### config.mk
export PLATFORM = sky130hd
export DESIGN_NAME = alu_exec_unit
export DESIGN_NICKNAME = d
export VERILOG_FILES = /design/src/rtl/alu_exec_pkg.sv /design/src/rtl/alu_exec_shifter.sv /design/src/rtl/alu_exec_unit.sv
export SDC_FILE = /design/constraint.sdc
export NUM_CORES = 1
export LEC_CHECK = 0
export CAP_MARGIN = 5
export CORE_ASPECT_RATIO = 1.25
export CORE_MARGIN = 4
export CORE_UTILIZATION = 45
export DETAILED_ROUTE_END_ITERATION = 8
export PLACE_DENSITY = 0.66
export SETUP_SLACK_MARGIN = 0.4
export SYNTH_ARGS = -nofsm -noshare
export SYNTH_HDL_FRONTEND = slang
export SYNTH_SLANG_ARGS = --single-unit
### constraint.sdc
create_clock -name i_clock -period 8.71 [get_ports i_clock]
set_clock_uncertainty 0.2 [all_clocks]
set_input_delay 1.3065 -clock i_clock [delete_from_list [all_inputs] [get_ports i_clock]]
set_output_delay 1.3065 -clock i_clock [all_outputs]
set_load 0.005 [all_outputs]
### src/rtl/alu_exec_pkg.sv
// -----------------------------------------------------------------------------
// alu_exec_pkg
// Shared definitions for the execute-stage ALU:
//   - ALU opcode encodings (also used by the ALU control decoder)
//   - FSM state encoding of alu_exec_unit
//   - shift-kind encoding passed to alu_exec_shifter
//   - helpers that classify an opcode as a shift and pick its shift kind
// -----------------------------------------------------------------------------
package alu_exec_pkg;

  localparam int NB_ALU_OPCODE_DEF = 4;

  // ALU opcodes
  localparam logic [3:0] ALU_SLL  = 4'b0000;
  localparam logic [3:0] ALU_SRAV = 4'b0001;
  localparam logic [3:0] ALU_SRL  = 4'b0010;
  localparam logic [3:0] ALU_SRA  = 4'b0011;
  localparam logic [3:0] ALU_AND  = 4'b0100;
  localparam logic [3:0] ALU_OR   = 4'b0101;
  localparam logic [3:0] ALU_SRLV = 4'b0110;
  localparam logic [3:0] ALU_NOR  = 4'b0111;
  localparam logic [3:0] ALU_SLT  = 4'b1001;
  localparam logic [3:0] ALU_SLLV = 4'b1010;
  localparam logic [3:0] ALU_SUB  = 4'b1011;
  localparam logic [3:0] ALU_ADD  = 4'b1100;
  localparam logic [3:0] ALU_XOR  = 4'b1110;
  localparam logic [3:0] ALU_LUI  = 4'b1111;

  // Execute FSM states
  typedef enum logic [1:0] {
    ST_IDLE  = 2'd0,
    ST_SHIFT = 2'd1,
    ST_DONE  = 2'd2
  } exec_state_t;

  // Shift kinds
  localparam logic [1:0] SHK_LEFT   = 2'd0;
  localparam logic [1:0] SHK_LRIGHT = 2'd1;
  localparam logic [1:0] SHK_ARIGHT = 2'd2;

  function automatic logic is_shift_op(input logic [3:0] op);
    case (op)
      ALU_SLL, ALU_SRL, ALU_SRA, ALU_SLLV, ALU_SRLV, ALU_SRAV: return 1'b1;
      default: return 1'b0;
    endcase
  endfunction

  function automatic logic [1:0] shift_kind(input logic [3:0] op);
    case (op)
      ALU_SLL, ALU_SLLV: return SHK_LEFT;
      ALU_SRA, ALU_SRAV: return SHK_ARIGHT;
      default:           return SHK_LRIGHT;
    endcase
  endfunction

endpackage

### src/rtl/alu_exec_shifter.sv
// -----------------------------------------------------------------------------
// alu_exec_shifter
// Shift engine for alu_exec_unit.
//   Macro ALU_EXEC_BARREL_SHIFT_EN:
//     defined   -> combinational log-stage barrel shifter; o_out is the final
//                  result of (i_value, i_amount, i_kind); o_done is always 1.
//     undefined -> iterative engine, one bit per cycle. i_load captures value,
//                  amount and kind. o_out is the value after the shift taking
//                  place this cycle; o_done flags that this is the last shift,
//                  so the consumer can register o_out on that edge.
// Ports:
//   i_clock, i_reset (async, active-low), i_load
//   i_value [NB_DATA], i_amount [NB_ADDR], i_kind [2] (SHK_*)
//   o_done, o_out [NB_DATA]
// -----------------------------------------------------------------------------
module alu_exec_shifter
  import alu_exec_pkg::*;
#(
  parameter int NB_DATA = 32,
  parameter int NB_ADDR = $clog2(NB_DATA)
) (
  input  logic               i_clock,
  input  logic               i_reset,
  input  logic               i_load,
  input  logic [NB_DATA-1:0] i_value,
  input  logic [NB_ADDR-1:0] i_amount,
  input  logic [1:0]         i_kind,
  output logic               o_done,
  output logic [NB_DATA-1:0] o_out
);

`ifdef ALU_EXEC_BARREL_SHIFT_EN

  // Clock, reset and load have no role in the combinational engine.
  logic unused_ok;
  assign unused_ok = &{1'b0, i_clock, i_reset, i_load};

  // Stage gi shifts by 2**gi when amount bit gi is set.
  for (genvar gi = 0; gi < NB_ADDR; gi++) begin : g_stage
    localparam int STEP = 1 << gi;
    logic [NB_DATA-1:0] s_in;
    logic [NB_DATA-1:0] s_out;

    if (gi == 0) begin : g_first
      assign s_in = i_value;
    end else begin : g_next
      assign s_in = g_stage[gi-1].s_out;
    end

    always_comb begin
      s_out = s_in;
      if (i_amount[gi]) begin
        case (i_kind)
          SHK_LEFT:   s_out = {s_in[NB_DATA-1-STEP:0], {STEP{1'b0}}};
          SHK_ARIGHT: s_out = {{STEP{s_in[NB_DATA-1]}}, s_in[NB_DATA-1:STEP]};
          default:    s_out = {{STEP{1'b0}}, s_in[NB_DATA-1:STEP]};
        endcase
      end
    end
  end

  assign o_out  = g_stage[NB_ADDR-1].s_out;
  assign o_done = 1'b1;

`else

  logic [NB_DATA-1:0] value_reg;
  logic [NB_DATA-1:0] value_next;
  logic [NB_ADDR-1:0] count_reg;
  logic [1:0]         kind_reg;

  always_comb begin
    case (kind_reg)
      SHK_LEFT:   value_next = {value_reg[NB_DATA-2:0], 1'b0};
      SHK_ARIGHT: value_next = {value_reg[NB_DATA-1], value_reg[NB_DATA-1:1]};
      default:    value_next = {1'b0, value_reg[NB_DATA-1:1]};
    endcase
  end

  always_ff @(posedge i_clock or negedge i_reset) begin
    if (!i_reset) begin
      value_reg <= '0;
      count_reg <= '0;
      kind_reg  <= SHK_LEFT;
    end else if (i_load) begin
      value_reg <= i_value;
      count_reg <= i_amount;
      kind_reg  <= i_kind;
    end else if (count_reg != '0) begin
      value_reg <= value_next;
      count_reg <= count_reg - NB_ADDR'(1);
    end
  end

  // Counter at 1 means the shift happening this cycle is the last one.
  assign o_done = (count_reg == NB_ADDR'(1));
  assign o_out  = value_next;

`endif

endmodule

### src/rtl/alu_exec_unit.sv
// -----------------------------------------------------------------------------
// alu_exec_unit
// Execute-stage ALU between the ALU control decoder and the EX/MEM register.
// Logic/arithmetic ops complete in one cycle; shifts run on alu_exec_shifter
// (iterative one bit per cycle, or a barrel shifter when the macro
// ALU_EXEC_BARREL_SHIFT_EN is defined). Results leave through valid/ready.
// Ports:
//   i_clock, i_reset (async, active-low)
//   i_valid / o_in_ready       : upstream operation handshake
//   i_alu_opcode, i_first_ope_rt, i_second_ope_sa, i_data_a, i_data_b, i_sa
//   i_flush                    : drop any in-flight/pending operation
//   o_valid / i_ready          : downstream result handshake
//   o_result, o_zero           : registered result and its zero flag
// -----------------------------------------------------------------------------
module alu_exec_unit
  import alu_exec_pkg::*;
#(
  parameter int NB_DATA       = 32,
  parameter int NB_ADDR       = $clog2(NB_DATA),
  parameter int NB_ALU_OPCODE = NB_ALU_OPCODE_DEF
) (
  input  logic                     i_clock,
  input  logic                     i_reset,
  input  logic                     i_valid,
  output logic                     o_in_ready,
  input  logic [NB_ALU_OPCODE-1:0] i_alu_opcode,
  input  logic                     i_first_ope_rt,
  input  logic                     i_second_ope_sa,
  input  logic [NB_DATA-1:0]       i_data_a,
  input  logic [NB_DATA-1:0]       i_data_b,
  input  logic [NB_ADDR-1:0]       i_sa,
  input  logic                     i_flush,
  output logic                     o_valid,
  input  logic                     i_ready,
  output logic [NB_DATA-1:0]       o_result,
  output logic                     o_zero
);

  exec_state_t        state_reg, state_next;
  logic [NB_DATA-1:0] result_reg, result_next;
  logic               zero_reg;
  logic               capture;
  logic               in_ready;
  logic               accept;
  logic               op_is_shift;
  logic [NB_ADDR-1:0] shift_amount;
  logic [NB_DATA-1:0] alu_result;
  logic               shift_done;
  logic [NB_DATA-1:0] shift_out;

  // Flush wins over a simultaneous accept.
  assign accept      = i_valid & in_ready & ~i_flush;
  assign op_is_shift = is_shift_op(i_alu_opcode);

  always_comb begin
    if (i_second_ope_sa)     shift_amount = i_sa;
    else if (i_first_ope_rt) shift_amount = i_data_a[NB_ADDR-1:0];
    else                     shift_amount = i_data_b[NB_ADDR-1:0];
  end

  // Single-cycle operations; unknown opcodes (and shifts) yield zero here.
  always_comb begin
    alu_result = '0;
    case (i_alu_opcode)
      ALU_ADD: alu_result = i_data_a + i_data_b;
      ALU_SUB: alu_result = i_data_a - i_data_b;
      ALU_AND: alu_result = i_data_a & i_data_b;
      ALU_OR:  alu_result = i_data_a | i_data_b;
      ALU_XOR: alu_result = i_data_a ^ i_data_b;
      ALU_NOR: alu_result = ~(i_data_a | i_data_b);
      ALU_SLT: alu_result = {{(NB_DATA-1){1'b0}},
                             ($signed(i_data_a) < $signed(i_data_b))};
      ALU_LUI: alu_result = i_data_b << 16;
      default: alu_result = '0;
    endcase
  end

  alu_exec_shifter #(
    .NB_DATA (NB_DATA),
    .NB_ADDR (NB_ADDR)
  ) u_shifter (
    .i_clock  (i_clock),
    .i_reset  (i_reset),
    .i_load   (accept & op_is_shift),
    .i_value  (i_data_b),
    .i_amount (shift_amount),
    .i_kind   (shift_kind(i_alu_opcode)),
    .o_done   (shift_done),
    .o_out    (shift_out)
  );

  // ---------------- FSM: state register ----------------
  always_ff @(posedge i_clock or negedge i_reset) begin
    if (!i_reset) state_reg <= ST_IDLE;
    else          state_reg <= state_next;
  end

  // ---------------- FSM: next state ----------------
  always_comb begin
    state_next = state_reg;
    if (i_flush) begin
      state_next = ST_IDLE;
    end else begin
      case (state_reg)
        ST_IDLE: begin
          if (accept) begin
`ifdef ALU_EXEC_BARREL_SHIFT_EN
            state_next = ST_DONE;
`else
            // Zero-length shifts skip the shift loop entirely.
            if (op_is_shift && (shift_amount != '0)) state_next = ST_SHIFT;
            else                                     state_next = ST_DONE;
`endif
          end
        end
`ifndef ALU_EXEC_BARREL_SHIFT_EN
        ST_SHIFT: if (shift_done) state_next = ST_DONE;
`endif
        ST_DONE:  if (i_ready) state_next = ST_IDLE;
        default:  state_next = ST_IDLE;
      endcase
    end
  end

  // ---------------- FSM: outputs ----------------
  always_comb begin
    in_ready = (state_reg == ST_IDLE);
    o_valid  = (state_reg == ST_DONE);
  end

  assign o_in_ready = in_ready;

`ifdef ALU_EXEC_BARREL_SHIFT_EN
  logic unused_done;
  assign unused_done = shift_done;
`endif

  // Decide when and what to load into the result register.
  always_comb begin
    capture     = 1'b0;
    result_next = alu_result;
    case (state_reg)
      ST_IDLE: begin
        if (accept) begin
          if (!op_is_shift) begin
            capture     = 1'b1;
            result_next = alu_result;
          end else begin
`ifdef ALU_EXEC_BARREL_SHIFT_EN
            capture     = 1'b1;
            result_next = shift_out;
`else
            capture     = (shift_amount == '0);
            result_next = i_data_b;
`endif
          end
        end
      end
`ifndef ALU_EXEC_BARREL_SHIFT_EN
      ST_SHIFT: begin
        capture     = shift_done;
        result_next = shift_out;
      end
`endif
      default: capture = 1'b0;
    endcase
  end

  // Result and zero flag move together; a flush discards any pending result.
  always_ff @(posedge i_clock or negedge i_reset) begin
    if (!i_reset) begin
      result_reg <= '0;
      zero_reg   <= 1'b1;
    end else if (i_flush) begin
      result_reg <= '0;
      zero_reg   <= 1'b1;
    end else if (capture) begin
      result_reg <= result_next;
      zero_reg   <= (result_next == '0);
    end
  end

  assign o_result = result_reg;
  assign o_zero   = zero_reg;

endmodule

==> qor.csv <==
stage;metric;value;unit
drt;# DRC;0;
floorplan;Ports;115;
timing;max-slew violation count;0;
placed_design;Placer Congestion;1.03;
power_and_ir_drop;P_sw;0.000898;W
floorplan;total core area;22400;um^2
placed_design;placed cell areas;11600;um^2
worst_hold_path;hold_sp;o_result[13]$_DFFE_PN0P_;
drt;final WL;43.5;mm
layout;Antenna diodes;0;
cts;CTS max path bufs;2;
worst_setup_path;Setup crit start;i_flush;
power_and_ir_drop;switching share of power;0.458;
synthesis;post-synth cell types;91;
synthesis;fraction of registers with async set/reset;1.00;
power_and_ir_drop;combinational power share;0.534;
synthesis;Seq/Total Area, Yosys;0.179;
layout;area grow syn2layout;14.7;%
timing;Highest Clock Rate;172;MHz
synthesis;Synth Warn #;0;
synthesis;Post-synth EDFFs;0;
synthesis;number of cells produced by synthesis;1442;
cts;CTS HTree Levels;3;
worst_setup_path;slowest CP cell;nor4b_1;
layout;final core occ;0.530;
power_and_ir_drop;cell internal pwr;0.00106;W
worst_setup_path;CP bufs+invs;3;
drt;first-pass detailed-route iteration total;6;
drt;total number of vias;11600;
synthesis;mean post-synth cell area;7.19;um^2
worst_setup_path;worst flop-to-flop path startpoint;state_reg[1]$_DFFE_PN0P_;
timing;minimum hold slack;313;ps
global_routing;first-pass GRT wire length;65.5;mm
timing;Tmin final;5830;ps
synthesis;Synth Area in XOR/XNOR;0.0210;
cts;TritonCTS Buffers;9;
layout;FILL cells;2356;
layout;multi-input logic area;7730;um^2
worst_setup_path;Worst setup EP type;flop;
synthesis;Most used DFF post-synth;dfrtp_1;
timing;Setup TNS;0;ps
power_and_ir_drop;Seq pwr share;0.273;
cts;clock sinks;74;
timing;max_slew headroom;0.166;
run_status;status;completed;
cts;hold_buf cts;0;
worst_setup_path;worst-path cell chain;clkdlybuf4s50_1, buf_4, nor4b_1, and2_1, buf_4, nand2_1, nand3_1, nor3_1, o21ai_0, nand4_1, a22oi_1, a2111oi_4, a31o_1;
synthesis;Synth top area share;0.176;
worst_setup_path;Most Frequent Cell on Critical Path;buf_4;
drt;DR WL/cell;24.5;um
placed_design;port bufs;114;
synthesis;area share of fa/ha/maj cells after synthesis;0.137;
power_and_ir_drop;Leak;5.06;nW
global_routing;largest net degree at the start of global routing;75;
cts;CTS tree;built;
synthesis;Synth Area in Compound Gates;0.315;
layout;register area;1850;um^2
worst_setup_path;CP delay by family, top;simple AND/OR/NAND/NOR gates;
power_and_ir_drop;Clock Power Share;0.193;
synthesis;flop and latch count out of synthesis;74;
floorplan;Initial Utilization;0.462;
floorplan;total die area;25500;um^2
drt;vias per cell;6.54;
placed_design;dpl hpwl;33.5;mm
synthesis;cell area after synthesis;10400;um^2
synthesis;largest family of logic cells by synthesized area;compound AO/OA/AOI/OAI gates;
cts;worst skew pair latency;330;ps
global_routing;vias in the first global route;10700;
floorplan;die width;144;um
worst_setup_path;critical path arrival;5890;ps
cts;setup bufs post-CTS;0;
power_and_ir_drop;Worst IR Drop VDD;0.221;mV
worst_setup_path;kind of critical path;in2reg;
timing;# setup viols final;0;
layout;nets;1679;
layout;fraction of final layout cells sized beyond drive strength 1;0.0543;
drt;post-route ant nets;0;
flow_run;Max-cap violations;0;
global_routing;Tot GR Track Use;0.333;
power_and_ir_drop;power density cells;165;nW/um^2
timing;RSZ-0062 raised after global routing;no;
timing;crit share post-route;0.669;
worst_hold_path;Hold WC Path Type;reg2reg;
layout;Design Area, Final;11900;um^2
floorplan;Die H;178;um
worst_setup_path;max incr delay on CP;1040;ps
synthesis;largest cells by area after synthesis;dfrtp_1 18%, ha_1 13%, a21oi_1 7.4%;
worst_setup_path;CP max FO;37;
synthesis;proportion of synthesized area in mux cells;0.0552;
timing;Worst-Margin Slew;1230;ps
cts;Clock transition at path regs;60;ps
synthesis;Syn Nets;1633;
synthesis;Synth area leader;dfrtp_1;
cts;clock root buffer;clkbuf_16;
cts;post-cts sizing count;0;
worst_setup_path;required time of the critical path;8770;ps
global_routing;initial antenna violation count;0;
timing;final hold violations;0;
synthesis;Simple-Gate Fraction of Synth Area;0.215;
drt;1st-iter DRT viols;1436;
floorplan;FP Rows;61;
global_routing;Remaining Overflow, GRT;0;
worst_setup_path;Critical Path Source Type;input port;
==> final timing paths <==
kind | slack, ps | end | cells after the start
worst min register to register | 310 | o_result[13]$_DFFE_PN0P_ | 2
worst max-delay path | 2880 | o_zero$_DFFE_PN1P_ | 13
worst min-delay path | 310 | o_result[13]$_DFFE_PN0P_ | 2
max in group asynchronous | 6760 | o_result[24]$_DFFE_PN0P_ | 1
min in group asynchronous | 900 | u_shifter.count_reg[4]$_DFFE_PN0P_ | 1
worst max register to register | 3690 | o_zero$_DFFE_PN1P_ | 11
==> worst reg2reg max path: cells and delay by family (launching register included) <==
kind / cells / cell delay [ps]
buffers and inverters: 1 / 500
and+or+nand+nor: 6 / 2550
DFF: 1 / 700
AOI/OAI and AO/OA: 4 / 1020
==> cells in the final DEF, fill, tap and decap left out, drive strengths merged, types with 19 or more instances in the layout <==
cell type,synthesis,layout
inv,102,103
o31ai,19,19
a21oi,155,155
ha,109,109
mux2i,47,47
dfrtp,73,73
nand3,37,37
xnor2,20,20
nand2,180,180
o21ai,107,107
nor3,29,29
o211ai,29,29
buf,42,21
nand4,21,21
nor2,131,131
clkdlybuf4s50,0,111
==> cell families after synthesis <==
logic type               after synthesis
AO/OA/AOI/OAI                        493
flip-flops                            74
adder cells (fa/ha/maj)              112
buffers and inverters                199
multiplexers                          56
XOR/XNOR                              24
AND/OR/NAND/NOR                      484
==> Yosys cell counts (6+ instances only) <==
master	count
mux2i_1	47
nor2_1	130
buf_4	7
dfrtp_1	73
ha_1	109
nand4_1	21
and3_1	7
a221oi_1	18
a211oi_1	16
or2_2	6
o31ai_1	19
a41oi_1	7
nand2_1	179
nand3_1	37
o21a_1	11
a21oi_1	154
a32oi_1	6
clkbuf_1	55
a21o_1	9
inv_1	101
nor3_1	29
o211ai_1	29
nand2b_1	13
o21bai_1	8
a22oi_1	13
xnor2_1	19
a311oi_1	6
nor4_1	14
o21ai_0	101
mux2_2	9
nor2b_1	11
and2_1	6
o31a_1	6
a31oi_1	12
buf_2	17
buf_1	15
==> per-stage QoR <==
| stage | power, W | worst slack, ps | std cells |
|---|---|---|---|
| finish | 0.00196 | 2880 | 1776 |
| floorplan | 0.00120 | 4280 | 1442 |
| CTS | 0.00193 | 2910 | 1776 |
| detailed placement | 0.00155 | 2580 | 1760 |
| global placement | 0.00154 | 2580 | 1760 |
| global route | 0.00208 | 2610 | 1776 |
==> routing by layer <==
layer | vias up | track usage | share of wire
met3 | 89 | 0.0617 | 0.11
met2 | 710 | 0.502 | 0.43
li1 | 5323 | - | -
met1 | 5486 | 0.476 | 0.42
met5 | - | 0 | 0
met4 | 0 | 0.117 | 0.038
==> power groups by stage <==
stage	logic, W	clock network, W	registers (W)
5_1_grt	0.00114	0.000395	0.000542
6_report	0.00105	0.000377	0.000535
3_3_place_gp	0.00101	0	0.000535
4_1_cts	0.00102	0.000382	0.000531
2_1_floorplan	0.000696	0	0.000505
3_5_place_dp	0.00101	0	0.000536
==> layout make-up <==
type,instances,area share
Clock buffer,9,0.0189
Clock inverter,7,0.00653
Inverter,102,0.0322
Multi-Input combinational cell,1169,0.650
Sequential cell,74,0.156
Tap cell,283,0.0298
Timing Repair Buffer,132,0.106
(Power assumes the default switching activity.)
